$ cat src/rtl/serial_tx.sv
// rtl/serial_tx.sv - framed LSB-first bit-serial transmitter with clock enable
// Optional even parity bit between data and stop: define SERIAL_TX_PARITY_EN.
module serial_tx #(
  parameter int CLKS_PER_BIT = 8,
  parameter int DATA_BITS    = 8
) (
  input  logic                 clk,
  input  logic                 reset,
  input  logic                 enable,
  input  logic                 start,
  input  logic [DATA_BITS-1:0] data_in,
  output logic                 tx,
  output logic                 busy,
  output logic                 done
);

  localparam int DIV_W = $clog2(CLKS_PER_BIT);
  localparam int IDX_W = $clog2(DATA_BITS);
  localparam logic [DIV_W-1:0] DIV_LAST = DIV_W'(CLKS_PER_BIT - 1);
  localparam logic [IDX_W-1:0] IDX_LAST = IDX_W'(DATA_BITS - 1);

  localparam logic [2:0] ST_IDLE   = 3'd0;
  localparam logic [2:0] ST_START  = 3'd1;
  localparam logic [2:0] ST_DATA   = 3'd2;
`ifdef SERIAL_TX_PARITY_EN
  localparam logic [2:0] ST_PARITY = 3'd3;
`endif
  localparam logic [2:0] ST_STOP   = 3'd4;

  logic [2:0]           state, state_n;
  logic [DIV_W-1:0]     div, div_n;
  logic [IDX_W-1:0]     bit_idx, bit_idx_n;
  logic [DATA_BITS-1:0] shift, shift_n;
  logic                 tx_n, busy_n, done_n;
  logic                 bit_end;
`ifdef SERIAL_TX_PARITY_EN
  logic                 parity_q, parity_n;
`endif

  assign bit_end = (div == DIV_LAST);

  always_comb begin
    state_n   = state;
    div_n     = div;
    bit_idx_n = bit_idx;
    shift_n   = shift;
    tx_n      = tx;
    busy_n    = busy;
    done_n    = 1'b0;
`ifdef SERIAL_TX_PARITY_EN
    parity_n  = parity_q;
`endif
    // With enable low every register except the one-shot done holds.
    if (enable) begin
      case (state)
        ST_IDLE: begin
          // The done cycle is spent in IDLE, so a start on it is refused.
          if (start && !done) begin
            state_n   = ST_START;
            div_n     = '0;
            bit_idx_n = '0;
            shift_n   = data_in;
            tx_n      = 1'b0;
            busy_n    = 1'b1;
`ifdef SERIAL_TX_PARITY_EN
            parity_n  = ^data_in;
`endif
          end
        end
        ST_START: begin
          if (bit_end) begin
            div_n   = '0;
            state_n = ST_DATA;
            tx_n    = shift[0];
          end else begin
            div_n = div + DIV_W'(1);
          end
        end
        ST_DATA: begin
          if (bit_end) begin
            div_n = '0;
            if (bit_idx == IDX_LAST) begin
`ifdef SERIAL_TX_PARITY_EN
              state_n = ST_PARITY;
              tx_n    = parity_q;
`else
              state_n = ST_STOP;
              tx_n    = 1'b1;
`endif
            end else begin
              // tx is registered, so present the bit that the shift exposes next.
              shift_n   = shift >> 1;
              bit_idx_n = bit_idx + IDX_W'(1);
              tx_n      = shift[1];
            end
          end else begin
            div_n = div + DIV_W'(1);
          end
        end
`ifdef SERIAL_TX_PARITY_EN
        ST_PARITY: begin
          if (bit_end) begin
            div_n   = '0;
            state_n = ST_STOP;
            tx_n    = 1'b1;
          end else begin
            div_n = div + DIV_W'(1);
          end
        end
`endif
        ST_STOP: begin
          if (bit_end) begin
            div_n   = '0;
            state_n = ST_IDLE;
            tx_n    = 1'b1;
            busy_n  = 1'b0;
            done_n  = 1'b1;
          end else begin
            div_n = div + DIV_W'(1);
          end
        end
        default: begin
          state_n = ST_IDLE;
          div_n   = '0;
          tx_n    = 1'b1;
          busy_n  = 1'b0;
        end
      endcase
    end
  end

  always_ff @(posedge clk or posedge reset) begin
    if (reset) begin
      state   <= ST_IDLE;
      div     <= '0;
      bit_idx <= '0;
      shift   <= '0;
      tx      <= 1'b1;
      busy    <= 1'b0;
      done    <= 1'b0;
`ifdef SERIAL_TX_PARITY_EN
      parity_q <= 1'b0;
`endif
    end else begin
      state   <= state_n;
      div     <= div_n;
      bit_idx <= bit_idx_n;
      shift   <= shift_n;
      tx      <= tx_n;
      busy    <= busy_n;
      done    <= done_n;
`ifdef SERIAL_TX_PARITY_EN
      parity_q <= parity_n;
`endif
    end
  end

endmodule

$ cat config.mk
export PLATFORM = sky130hd
export DESIGN_NAME = serial_tx
export DESIGN_NICKNAME = d
export VERILOG_FILES = /design/src/rtl/serial_tx.sv
export SDC_FILE = /design/constraint.sdc
export NUM_CORES = 1
export LEC_CHECK = 0
export ABC_AREA = 0
export CAP_MARGIN = 20
export CORE_MARGIN = 2
export CORE_UTILIZATION = 28
export DETAILED_ROUTE_END_ITERATION = 16
export SLEW_MARGIN = 20
export SYNTH_ARGS = -nofsm -noshare
export SYNTH_HDL_FRONTEND = slang
export SYNTH_SLANG_ARGS = --single-unit
$ cat constraint.sdc
create_clock -name clk -period 1.8 [get_ports clk]
set_input_delay 0.36 -clock clk [delete_from_list [all_inputs] [get_ports clk]]
set_output_delay 0.36 -clock clk [all_outputs]
set_load 0.03 [all_outputs]
[Word-level counts from Yosys, hierarchy flattened]
Cells that the tools add are included.
Operators by class
  bitwise gates (word level): 1
  $add $sub $neg: 2
  muxes and demuxes: 28
  reductions and logical operators: 11
  equality and inequality tests: 11
Operators by type and width (number)
  $mux 3: 9
  $mux 8: 3
  $pmux 8 s2: 1
  $ne 2x2->1 const B: 6
  $pmux 3 s2: 2
  $pmux 3 s4: 1
  $mux 1: 10
  $reduce_and 5->1: 2
  $eq 3x3->1 const B: 3
  $add 3x1->3 const B: 2
  $reduce_and 6->1: 1
  $pmux 1 s4: 1
  $reduce_and 4->1: 1
  $eq 3x1->1 const B: 1
  $eq 3x2->1 const B: 1
  $logic_not 3->1: 1
  $pmux 1 s3: 1
  $reduce_or 3->1: 1
  $reduce_and 2->1: 1
  $reduce_bool 2->1: 1
  $reduce_or 2->1: 1
  $logic_and 1x1->1: 1
  $logic_not 1->1: 1
  $not 1->1: 1
Storage, ports and cells
  logic and storage cells: 60
  output and inout bits: 3
  register bits: 20

[Logic depth before layout (Yosys ltp)]
  word-level depth: 4
  gate-level depth with buffers: 7

[Least setup slack after synthesis]
Ideal clock, no wire load.
  kind: register -> register
  start: reg div[0]
  end: reg shift[0]
  data required time: 1.675 ns
  path buffers: 2
  cell stages (with the launch flop): 8
  setup slack: 0.079 ns
  library setup time: 0.125 ns
  period minus slack after synthesis: 1.721 ns
  arrival: 1.596 ns
  cells stage by stage: dfrtp_1 -> ha_1 -> ha_1 -> clkbuf_1 -> nand2b_1 -> a21o_1 -> buf_6 -> mux2_2
Between the ends
  cells in the longest elaborated chain, start to end: 3
RTL lines
  start, declared: RTL line 31  | logic [DIV_W-1:0] div, div_n;
  start signal, assigned: RTL line 146  | div <= div_n;
  $eq 3x3->1: RTL line 40  | assign bit_end = (div == DIV_LAST);
  $ne 2x2->1 (no source line)
  $reduce_and 5->1 (no source line)
  end signal, assigned: RTL line 148  | shift <= shift_n;
  end, declared: RTL line 33  | logic [DATA_BITS-1:0] shift, shift_n;
No other way between the ends.
A chain may end at the register's enable or synchronous reset.

[Final worst setup path]
  start: reg div[0]
  end: reg tx
Between the ends
  cells in the longest elaborated chain, start to end: 3
  elaborated cells between the ends (all ways): 5
  those cells by class: eq/ne (4); reduce/logical (1)
RTL lines
  $eq 3x3->1 *: RTL line 40
  $ne 2x2->1 (no source line)
  $reduce_and 5->1 (no source line) *
  end signal, assigned: RTL line 149  | tx <= tx_n;
  end, declared: RTL line 12  | output logic tx,
Every way passes the cells marked *; elsewhere a longest branch is shown, timed or not.

==> run_results.csv <==
group,metric,value,unit
status,status,"completed",
worst_setup_path,critPathKind,"flop to flop",
power_and_ir_drop,p_switching,452.2,µW
timing,finalMaxSlewViolations,0,
drt,drc,0,
timing,holdWs,0.4268,ns
placement,gp_congestion,0.8002,
power_and_ir_drop,total_power,1.482,mW
placement,dp_hpwl,1.590,mm
synth,ys_seq_area_share,42.43,%
power_and_ir_drop,p_sw_share,30.51,%
cells_and_area,final_layout_size_suffix_gt1_share,31.15,%
worst_setup_path,cpMaxStageDelayCell,"dfrtp_1",
timing,worst_pin_slew,0.4498,ns
cts,htreeDepth,1,
floorplanning,initial_core_util,29.35,%
power_and_ir_drop,vdd_drop_max,0.5519,mV
synth,synthDistinctLibCells,36,
cells_and_area,synthToLayoutAreaGrowth,23.70,%
synth,synthCells,101,
synth,synth_warnings,0,
run,cap_violations,0,
grt,grt_max_degree,21,
synth,yosys-top-cells-area,"dfrtp_1 (40%), mux2_4 (8.9%), mux2_2 (7.6%), ha_1 (4.2%), mux2i_1 (4.2%)",
floorplanning,io_pins,15,
synth,synthMostInstantiatedCell,"dfrtp_1",
worst_setup_path,start_kind,"flop",
timing,finalWorstPathRequiredPeriod,1.675,ns
cts,cts_buffers,3,
timing,rsz0062_at_grt,"false",
synth,yosys-top-cells-count,"dfrtp_1 (19), mux2_2 (8), nand2_1 (8)",
placement,numPortBuffers,14,
floorplanning,fp-row-count,23,
cells_and_area,fillers,410,
power_and_ir_drop,p_seq_share,44.8,%
power_and_ir_drop,clkPwrFrac,23.4,%
drt,via_per_inst,4.599,
placement,place_ws,-0.1581,ns
cells_and_area,n_antenna_cell,0,
drt,drt-wirelength-per-cell,12.08,µm
synth,synth_largest_area_cell,"dfrtp_1",
worst_setup_path,cp.required,1.99,ns
synth,netlist_area,1182,µm²
grt,grt_antenna_before_repair,0,
synth,synth-main-ff-cell,"dfrtp_1",
cts,cts.sinks,20,
synth,synthesis.nets,117,
timing,finalCritPeriodShare,93.06,%
synth,ys_ff_latch,20,
drt,drt_iter0_drc,3,
synth,synth_top_area_share,40.21,%
drt,vias,791,
grt,globalRoute.totalOverflow,0,
synth,synth_edf_count,0,
worst_setup_path,slowest_delay,0.40,ns
power_and_ir_drop,p_int,1.030,mW
cts,cts-root-buf,"clkbuf_8",
worst_setup_path,reg2regPathDepth,6,
timing,final-setup-viol-count,0,
cts,cts_tree,"built",
synth,ys_async_sr_fraction,100.0,%
power_and_ir_drop,p_leak,0.6873,nW
floorplanning,coreArea,4029,µm²
cts,cts.path.max_buffers,2,
worst_setup_path,worstPathCellList,"ha_1 -> ha_1 -> buf_4 -> nor4b_2 -> a211o_1 -> mux2i_1",
cts,cts_hold_buf,0,
grt,grt_pass1_vias,851,
worst_setup_path,worstReg2RegStart,"div[0]",
drt,first_pass_iters,4,
worst_setup_path,worst_r2r_endpoint,"tx",
timing,max_freq,0.5970,GHz
power_and_ir_drop,power_frac_comb,31.8,%
floorplanning,die_w,68.99,µm
timing,clock-skew-final,0.002552,ns
cts,clk_latency,0.26,ns
timing,finalWorstSetupSlack,0.1248,ns
worst_setup_path,cp-startpoint,"div[0]",
synth,syn_avg_cell_area,11.71,µm²
worst_setup_path,worstSetupEndpointType,"flop",
worst_setup_path,crit_end,"tx",
power_and_ir_drop,cellPowerDensity,1013,nW/µm²
timing,hold_violations,0,
timing,slew_headroom,69.91,%
cts,clk_pin_slew,0.08,ns
drt,routed_wl,2.078,mm
grt,grt_pass1_wl,3.760,mm
worst_setup_path,path_common_cell,"ha_1",
worst_setup_path,crit_fanout,8,
min_path,hp-class,"input port to async pin",
worst_setup_path,ff2ff_setup_slack,0.12,ns
floorplanning,die_area,4759,µm²
drt,antenna_left,0,
floorplanning,die_h,68.99,µm
grt,grt_util_all_layers,10.53,%
cells_and_area,nets,139,
worst_setup_path,critical_path_arrival,1.86,ns
placed cells by master (no fill, tap or decap), types with 2 or more instances in the layout:
cell	n
mux2_2	8
o21ai_0	3
dfrtp_1	19
nor4_1	2
nor2_1	5
buf_4	10
ha_1	4
clkdlybuf4s50_1	13
a21o_1	2
nand2_1	8
clkbuf_8	4
mux2_4	7
mux2i_1	5
inv_1	7
a21oi_1	2
per-layer routing:
metal  GRT usage, %  up-vias  share of wire (%)
met5              0        -                  0
met4          2.206        0               0.38
met3          2.435        2                2.7
met2          18.27       10                 49
met1          13.31      383                 48
li1               -      396                  -
cells by family after synthesis:
logic type                 after synthesis  synth area share, %
DFF                                     20                42.43
adders and majority gates                4                4.233
buffers and inverters                   14                7.196
xor gates and xnor gates                 1               0.7409
AOI/OAI and AO/OA                       18                13.44
and+or+nand+nor                         24                11.22
muxes                                   20                20.74
worst max-delay path: cells and delay by family (launching register included):
family,cells,cell delay (ns)
fa+ha+maj,2,0.41
flops,1,0.40
simple gates,1,0.24
mux,1,0.20
compound gates,1,0.19
buf+inv,1,0.17
worst min-delay path by stage:
stage / startpoint / to / cells after the start
global placement: tx / tx / 2
global route: reset / div[0] / 3
finish: reset / div[0] / 3
floorplan: reset / bit_idx[0] / 1
CTS: reset / bit_idx[1] / 3
detailed placement: tx / tx / 2
sequential cells by signal (all words and copies together) (netlist names):
| name | flops |
|---|---|
| state | 3 |
| done | 1 |
| bit_idx | 3 |
| shift | 8 |
| tx | 1 |
| busy | 1 |
| div | 3 |
final cells by class:
class / count / area [µm²] / share of cell area (%)
Timing Repair Buffer: 24 / 214.0 / 14.63
Tap cell: 50 / 62.56 / 4.277
Inverter: 7 / 26.28 / 1.796
Clock buffer: 4 / 55.05 / 3.764
Sequential cell: 20 / 501.7 / 34.30
Multi-Input combinational cell: 67 / 603.1 / 41.23
timing repair:
action / in CTS / in global routing
pin swaps: 0 / 1
buffers inserted: 0 / 0
endpoints found under the setup margin: 1 / 12
gates resized for setup: 1 / 2
power groups by stage:
stage	clock network [mW]	registers, mW	logic [mW]
after global routing	0.390	0.680	0.530
after global placement	0	0.664	0.462
after CTS	0.358	0.664	0.476
after floorplan	0	0.653	0.377
after detailed placement	0	0.673	0.478
final	0.346	0.664	0.472
through the flow:
step | std cells | utilization, % | setup TNS, ns | instance area, µm²
after floorplan | 101 | - | 0 | 1182
after global placement | 168 | 34.78 | -1.161 | 1401
after detailed placement | 168 | 34.78 | -1.435 | 1401
after CTS | 172 | 36.12 | 0 | 1455
after global routing | 172 | 36.30 | 0 | 1463
final | 172 | 36.30 | 0 | 1463
Power figures use the tool's default switching activity.
